**config.mk**
```make
export PLATFORM = sky130hd
export DESIGN_NAME = led_level_meter
export DESIGN_NICKNAME = d
export VERILOG_FILES = /design/src/rtl/led_level_meter.sv
export SDC_FILE = /design/constraint.sdc
export NUM_CORES = 1
export LEC_CHECK = 0
export ABC_AREA = 1
export CORE_MARGIN = 1
export CORE_UTILIZATION = 51
export CTS_BUF_LIST = sky130_fd_sc_hd__clkbuf_8
export DETAILED_ROUTE_END_ITERATION = 8
export GPL_TIMING_DRIVEN = 0
export HOLD_SLACK_MARGIN = 0.06
export PLACE_DENSITY_LB_ADDON = 0.08
export SYNTH_ARGS = -nofsm -noshare
export SYNTH_HDL_FRONTEND = slang
export SYNTH_SLANG_ARGS = --single-unit
export TNS_END_PERCENT = 100
```
**constraint.sdc**
```tcl
create_clock -name clk -period 4.85 [get_ports clk]
set_input_delay 0.97 -clock clk [delete_from_list [all_inputs] [get_ports clk]]
set_output_delay 0.97 -clock clk [all_outputs]
set_load 0.005 [all_outputs]
```
**src/rtl/led_level_meter.sv**
```systemverilog
// LED bar-graph level meter: priority-encoded sample level with attack/decay ballistics.
// Optional peak-hold dot is enabled by defining LED_PEAK_HOLD_EN.
module led_level_meter #(
    parameter int NUM_LEDS     = 8,
    parameter int DECAY_CYCLES = 4,
    parameter int HOLD_CYCLES  = 8,
    localparam int LW          = $clog2(NUM_LEDS + 1)
) (
    input  logic                clk,
    input  logic                reset,
    input  logic                sample_valid,
    input  logic [NUM_LEDS-1:0] sample,
    input  logic                dot_mode,
    output logic [NUM_LEDS-1:0] led,
    output logic [LW-1:0]       bar_level,
    output logic [LW-1:0]       peak_level
);

    localparam int DW = (DECAY_CYCLES > 1) ? $clog2(DECAY_CYCLES) : 1;
    localparam logic [DW-1:0] DCNT_LAST = DW'(DECAY_CYCLES - 1);
    localparam logic [LW:0]   NL        = (LW + 1)'(NUM_LEDS);

    function automatic logic [LW-1:0] encode_level(input logic [NUM_LEDS-1:0] s);
        logic [LW-1:0] lvl;
        lvl = {LW{1'b0}};
        for (int i = 0; i < NUM_LEDS; i++) begin
            if (s[i]) lvl = LW'(i + 1);
            else      lvl = lvl;
        end
        return lvl;
    endfunction

    logic [LW-1:0] new_lvl_s;
    logic [LW-1:0] bar_r, bar_nxt_s;
    logic [DW-1:0] dcnt_r, dcnt_nxt_s;
    logic [NUM_LEDS-1:0] led_s;

    // Bar state register
    always_ff @(posedge clk or posedge reset) begin
        if (reset) begin
            bar_r  <= {LW{1'b0}};
            dcnt_r <= {DW{1'b0}};
        end else begin
            bar_r  <= bar_nxt_s;
            dcnt_r <= dcnt_nxt_s;
        end
    end

    // Bar next state: attack on equal-or-higher sample, otherwise timed decay toward zero
    always_comb begin
        new_lvl_s  = encode_level(sample);
        bar_nxt_s  = bar_r;
        dcnt_nxt_s = dcnt_r;
        if (sample_valid && (new_lvl_s >= bar_r)) begin
            bar_nxt_s  = new_lvl_s;
            dcnt_nxt_s = {DW{1'b0}};
        end else if (bar_r == {LW{1'b0}}) begin
            dcnt_nxt_s = {DW{1'b0}};
        end else if (dcnt_r == DCNT_LAST) begin
            bar_nxt_s  = bar_r - LW'(1);
            dcnt_nxt_s = {DW{1'b0}};
        end else begin
            dcnt_nxt_s = dcnt_r + DW'(1);
        end
    end

`ifdef LED_PEAK_HOLD_EN
    localparam int HW = (HOLD_CYCLES > 0) ? $clog2(HOLD_CYCLES + 1) : 1;
    localparam logic [HW-1:0] HOLD_INIT = HW'(HOLD_CYCLES);

    logic [LW-1:0] peak_r, peak_nxt_s;
    logic [HW-1:0] hold_r, hold_nxt_s;
    logic [DW-1:0] pdcnt_r, pdcnt_nxt_s;

    // Peak state register
    always_ff @(posedge clk or posedge reset) begin
        if (reset) begin
            peak_r  <= {LW{1'b0}};
            hold_r  <= {HW{1'b0}};
            pdcnt_r <= {DW{1'b0}};
        end else begin
            peak_r  <= peak_nxt_s;
            hold_r  <= hold_nxt_s;
            pdcnt_r <= pdcnt_nxt_s;
        end
    end

    // Peak next state: capture beats hold beats decay; decay only while above the bar
    always_comb begin
        peak_nxt_s  = peak_r;
        hold_nxt_s  = hold_r;
        pdcnt_nxt_s = pdcnt_r;
        if (sample_valid && (new_lvl_s >= peak_r)) begin
            peak_nxt_s  = new_lvl_s;
            hold_nxt_s  = HOLD_INIT;
            pdcnt_nxt_s = {DW{1'b0}};
        end else if (hold_r != {HW{1'b0}}) begin
            hold_nxt_s = hold_r - HW'(1);
        end else if (peak_r > bar_r) begin
            if (pdcnt_r == DCNT_LAST) begin
                peak_nxt_s  = peak_r - LW'(1);
                pdcnt_nxt_s = {DW{1'b0}};
            end else begin
                pdcnt_nxt_s = pdcnt_r + DW'(1);
            end
        end else begin
            pdcnt_nxt_s = {DW{1'b0}};
        end
    end

    assign peak_level = peak_r;
`else
    assign peak_level = {LW{1'b0}};
`endif

    // LED decode: bar anchored at the MSB, dot_mode acts immediately, peak dot OR-ed on top
    always_comb begin
        led_s = {NUM_LEDS{1'b0}};
        for (int i = 0; i < NUM_LEDS; i++) begin
            if (dot_mode) begin
                led_s[i] = (bar_r != {LW{1'b0}}) && (((LW + 1)'(i) + {1'b0, bar_r}) == NL);
            end else begin
                led_s[i] = (((LW + 1)'(i) + {1'b0, bar_r}) >= NL);
            end
            led_s[i] = led_s[i] | ((peak_level != {LW{1'b0}}) &&
                                   (((LW + 1)'(i) + {1'b0, peak_level}) == NL));
        end
    end

    assign led       = led_s;
    assign bar_level = bar_r;

endmodule
```
==> metrics.cfg, run 1 <==
[clock_network]
clkLatencyLatePin_ns=0.22
post-cts-setup-buffers=0
cts.sinks=6
cts.htree.levels=1
path_clk_slew_ns=0.03
clock_tree_from_tritoncts=built
largest_buffer_count_on_any_clock_path=2
cts.root.buffer_cell=sky130_fd_sc_hd__clkbuf_8
hold_buffers=0
cts_buffers=3
cts.repair.resized=0

[synthesis]
post_synthesis_cell_count=134
ys_ff_latch=6
synth_top_cell_area_share_pct=17.9
syn_area_um2=841
syn-mean-instance-area_um2=6.27
synth-seq-area-share_pct=17.9
ys.warnings.count=0
synth_cell_types=25
yosysTopAreaCell=sky130_fd_sc_hd__dfrtp_1
post_synth_main_area_contributors=sky130_fd_sc_hd__dfrtp_1 18%, sky130_fd_sc_hd__ha_1 13%, sky130_fd_sc_hd__nand2_1 13%

[die]
die_area_um2=1820
die_y_um=42.6
die_x_um=42.6
num_rows=14
ioPinCount=28
fp.coreArea_um2=1520
initial_utilization_pct=55.2

[run_status]
run_status=finished, final reports clean

[cells_and_area]
insertedDiodeCount=0
fraction_of_final_layout_cells_with_drive_strength_greater_than_1_pct=12.3
finalNetCount=185
layoutNonFillerInstCount=178
design_area_um2=1130
final_core_util_pct=74.4
flow.area_growth_from_synthesis_pct=34.8

[hold_path]
min_path_cells=3
holdCritPathClass=reg2reg

[timing]
finalWorstSetupSlack_ns=1.59
skew_ns=0.00341
fin_setup_tns_ns=0
min_period_over_period_pct=67.1
worst_hold_slack_ns=0.518
timing.final.max_slew_violations=0
achievable-frequency_mhz=307
final_period_minus_worst_setup_slack_ns=3.26
report.final.hold_viol_count=0
grt_setup_unrepaired=no
setup_viol=0

[worst_setup_path]
critical_path_arrival_ns=2.29
endpoint_kind=output pin
end_of_the_critical_path=led[3]
critPathSlowestCell=sky130_fd_sc_hd__clkdlybuf4s50_1
flop2flop_setup_slack_ns=2.99
cp_common_cell=sky130_fd_sc_hd__inv_2
reg2reg_to=bar_level[2]
rr_startpoint=bar_level[1]
timing.critical_path.slowest_cell_delay_ns=0.51
reg2regPathDepth=10
crit_path_category=reg2out
worst-endpoint-required_ns=3.88
timing.critical_path.from_type=flop
cp-startpoint=bar_level[0]
worst-path-max-fanout=9
crit_chain=inv_2 -> ha_1 -> inv_1 -> nor2_1 -> nor2_2 -> inv_2 -> nand4_1 -> a21oi_1 -> clkdlybuf4s50_1

[routing]
drt-vias-per-instance=5.14
antenna_violating_nets_post_route=0
postRouteWirelength_um=1850
number_of_detailed_routing_iterations_run_before_antenna_repair=4
drt_iter0_markers=16
routed_wire_length_per_instance_um=10.4
vias=915
drc_errors=0

[grt]
grt_antenna_before_repair=0
first_pass_grt_wire_length_um=3190
grt_usage_pct=22.5
via_count_of_the_first_global_routing_pass=774
gr-total-overflow=0
maximum_number_of_pins_on_one_net_before_global_route_repair=11

[pwr]
totalPowerFinal_uw=650
cellLeakagePower_nw=0.610
power_density_nw_per_um2=573
vdd_drop_max_mv=0.383

[place]
detailedPlacementHpwl_um=1480
place.gp.congestion=0.812
placedCellCount=175
port_buffers=22
place_worst_setup_slack_ns=1.65
post_dp_cell_area_um2=1090

[job]
cap_viol_max_count=0

[per-layer routing]
layer	global-route usage [%]	part of all wire (%)	vias to the layer above
met5	0	0	-
met4	3.75	0.76	0
met3	5.17	5.1	2
met2	41.2	50	31
met1	26.9	44	404
li1	-	-	478
[cell type report]
cell class	instances	area [um2]
flip-flops and latches	6	150
multi-input cells	100	556
fillers	139	390
clock buffers	3	41.3
well taps	16	20.0
inverters	24	90.1
repair buffers	22	220
plain buffers	7	56.3
[power breakdown]
group | switching [mW] | total (mW) | internal, mW
registers | 0.0375 | 0.113 | 0.0754
logic | 0.244 | 0.463 | 0.219
clock network | 0.0209 | 0.0742 | 0.0532
total | 0.302 | 0.650 | 0.347
[how the worst min path moves through the flow]
stage | start | end | slack, ns
3_5_place_dp | dcnt_r[0] | dcnt_r[0] | 0.51
5_1_grt | dcnt_r[0] | dcnt_r[0] | 0.56
3_3_place_gp | dcnt_r[0] | dcnt_r[0] | 0.50
4_1_cts | dcnt_r[0] | dcnt_r[0] | 0.51
6_report | dcnt_r[0] | dcnt_r[0] | 0.52
2_1_floorplan | dcnt_r[0] | dcnt_r[0] | 0.49
[cells by family after synthesis]
logic type      share of synthesized area, %
compound gates                          13.5
xor+xnor                                1.04
fa+ha+maj                               13.4
buf+inv                                 17.4
flops                                   17.9
other cells                            0.446
simple gates                            36.3
[cell usage after synthesis (all sizes together)]
master,instances
a21oi,12
a22oi,1
a31oi,2
buf,6
clkbuf,1
conb,1
dfrtp,6
ha,9
inv,24
nand2,33
nand3,14
nand4,3
nor2,13
nor3,1
o21ai,5
o32ai,1
or2,1
xor2,1
[worst max-delay path: cells and delay by family (launching register included)]
family / cells / cell delay, ns
compound gates: 1 / 0.15
fa+ha+maj: 1 / 0.31
buf+inv: 4 / 0.84
flops: 1 / 0.47
simple gates: 3 / 0.28
[flip-flops by register name, indices dropped and copies added, names as in the netlist]
| register | flops |
|---|---|
| bar_level | 4 |
| dcnt_r | 2 |
[placed cells by master (no fill, tap or decap), types with 4 or more instances in the layout]
master,instances
sky130_fd_sc_hd__a21oi_1,12
sky130_fd_sc_hd__buf_4,4
sky130_fd_sc_hd__clkdlybuf4s50_1,22
sky130_fd_sc_hd__conb_1,4
sky130_fd_sc_hd__dfrtp_1,6
sky130_fd_sc_hd__ha_1,9
sky130_fd_sc_hd__inv_1,20
sky130_fd_sc_hd__inv_2,4
sky130_fd_sc_hd__nand2_1,30
sky130_fd_sc_hd__nand3_1,14
sky130_fd_sc_hd__nor2_1,9
sky130_fd_sc_hd__o21ai_0,4
(Power assumes the default switching activity.)
==> run 2: changes to the inputs <==
Settings changed: CORE_UTILIZATION 51 to 47.
Clock period 4.85 ns to 3.05 ns, I/O delays scaled along.
==> metrics.cfg, run 2 (same netlist as run 1, synthesis figures left out) <==
[run_status]
run_status=finished, final reports clean

[die]
die_x_um=44.3  ; +4.0%
die_y_um=44.3  ; +4.0%
ioPinCount=28  ; unchanged
fp.coreArea_um2=1590  ; +4.6%
die_area_um2=1960  ; +8.1%
initial_utilization_pct=52.7  ; -2.4 points
num_rows=14  ; unchanged

[timing]
timing.final.max_slew_violations=0  ; unchanged
worst_hold_slack_ns=0.544  ; +0.0259 ns
min_period_over_period_pct=92.1
report.final.hold_viol_count=0  ; unchanged
skew_ns=0.00574  ; +0.00232 ns
fin_setup_tns_ns=0  ; unchanged
grt_setup_unrepaired=no
finalWorstSetupSlack_ns=0.241  ; -1.35 ns
final_period_minus_worst_setup_slack_ns=2.81
achievable-frequency_mhz=356
setup_viol=0  ; unchanged

[worst_setup_path]
timing.critical_path.from_type=flop
rr_startpoint=bar_level[3]
crit_path_category=reg2out
flop2flop_setup_slack_ns=1.18  ; -1.81 ns
worst-endpoint-required_ns=2.44  ; -1.44 ns
worst-path-max-fanout=9  ; unchanged
endpoint_kind=output pin
reg2regPathDepth=11  ; +1
reg2reg_to=bar_level[3]
critical_path_arrival_ns=2.20  ; -0.09 ns

[cells_and_area]
design_area_um2=1150  ; +1.1%
final_core_util_pct=71.9  ; -2.5 points
leading_cell_types_in_the_layout_fill_and_taps_excluded=30 x sky130_fd_sc_hd__nand2_1, 22 x sky130_fd_sc_hd__clkdlybuf4s50_1, 20 x sky130_fd_sc_hd__inv_1
layoutNonFillerInstCount=186  ; +4.5%
flow.area_growth_from_synthesis_pct=36.3
fillerInstances=136  ; -2.2%
fraction_of_final_layout_cells_with_drive_strength_greater_than_1_pct=13.0  ; +0.62 points
insertedDiodeCount=0  ; unchanged
final_common_cell=sky130_fd_sc_hd__nand2_1
finalNetCount=185  ; unchanged
largest_register_ffs=4  ; unchanged

[job]
cap_viol_max_count=0  ; unchanged

[grt]
grt_antenna_before_repair=0  ; unchanged
first_pass_grt_wire_length_um=3130  ; -1.9%
via_count_of_the_first_global_routing_pass=797  ; +3.0%
maximum_number_of_pins_on_one_net_before_global_route_repair=11  ; unchanged
grt_usage_pct=20.5  ; -2.1 points
gr-total-overflow=0  ; unchanged

[routing]
drt_iter0_markers=13  ; -3
vias=944  ; +3.2%
postRouteWirelength_um=1860  ; +0.92%
drc_errors=0  ; unchanged
routed_wire_length_per_instance_um=10.0  ; -3.4%
number_of_detailed_routing_iterations_run_before_antenna_repair=4  ; unchanged
drt-vias-per-instance=5.08  ; -1.3%
antenna_violating_nets_post_route=0  ; unchanged

[place]
place.gp.congestion=0.805  ; -0.91%
port_buffers=22  ; unchanged
placedCellCount=183  ; +4.6%
detailedPlacementHpwl_um=1500  ; +1.2%
post_dp_cell_area_um2=1100  ; +0.92%
place_worst_setup_slack_ns=0.411  ; -1.24 ns

[hold_path]
min_to=dcnt_r[0]
holdCritStartpoint=dcnt_r[0]
min_path_cells=3  ; unchanged
holdCritPathClass=reg2reg

[clock_network]
cts.htree.levels=1  ; unchanged
path_clk_slew_ns=0.04  ; about the same
cts.sinks=6  ; unchanged
hold_buffers=0  ; unchanged
cts.root.buffer_cell=sky130_fd_sc_hd__clkbuf_8
largest_buffer_count_on_any_clock_path=2  ; unchanged
clkLatencyLatePin_ns=0.22  ; about the same
clock_tree_from_tritoncts=built
cts_buffers=3  ; unchanged

[pwr]
totalPowerFinal_mw=1.05  ; +61%
power_density_nw_per_um2=914  ; +60%
vdd_drop_max_mv=0.617  ; +61%
cellLeakagePower_nw=0.608  ; -0.27%

==> run 2: routing by layer <==
| metal | share of wire [%] | vias to the layer above | global-route usage, % |
|---|---|---|---|
| met2 | 51 | 32 | 36.8 |
| met5 | 0 | - | 0 |
| met4 | 0 | 0 | 1.82 |
| met1 | 45 | 432 | 25.7 |
| met3 | 4.6 | 0 | 4.90 |
| li1 | - | 480 | - |
==> run 2: power by group <==
group	leakage (nW)	internal (mW)	switching, mW	total, mW
clock	0.0216	0.0846	0.0323	0.117
sequential	0.0729	0.120	0.0621	0.182
combinational	0.514	0.352	0.397	0.749
==> run 2: worst max-delay path, stage by stage, from the launching register on <==
cell and delay (ns):
sky130_fd_sc_hd__dfrtp_1 0.47, sky130_fd_sc_hd__inv_2 0.19, sky130_fd_sc_hd__ha_2 0.27, sky130_fd_sc_hd__inv_1 0.07, sky130_fd_sc_hd__nor2_1 0.15, sky130_fd_sc_hd__nor2_2 0.07
sky130_fd_sc_hd__inv_2 0.05, sky130_fd_sc_hd__nand4_1 0.07, sky130_fd_sc_hd__a21oi_1 0.13, sky130_fd_sc_hd__clkdlybuf4s50_1 0.51
==> run 2: worst max path at each step <==
stage / from / to / slack [ns] / cells past startpoint
after floorplan: bar_level[0] / led[3] / 1.04 / 8
after global placement: bar_level[0] / led[3] / 0.40 / 9
after detailed placement: bar_level[0] / led[3] / 0.41 / 9
after CTS: bar_level[0] / led[3] / 0.17 / 9
after global routing: bar_level[0] / led[3] / 0.06 / 9
final: bar_level[0] / led[3] / 0.24 / 9
==> run 2: area by class of cell <==
cell class	count	area, um2	area share (%)
Multi-Input combinational cell	100	558	48.7
Timing Repair Buffer	22	220	19.2
Sequential cell	6	150	13.1
Inverter	24	90.1	7.86
Buffer	7	56.3	4.91
Clock buffer	3	41.3	3.60
Tap cell	24	30.0	2.62
==> run 2: timing repair <==
| action | in CTS | in global routing |
|---|---|---|
| resized for setup | 0 | 1 |
| endpoints found under the setup margin | 0 | 1 |
| buffers inserted | 0 | 0 |
==> run 3: changes to the inputs <==
Settings changed: CTS_CLUSTER_DIAMETER from default to 30.
==> results of run 3 <==
Same layout as run 2: the final DEF is identical, and so are final timing and power.
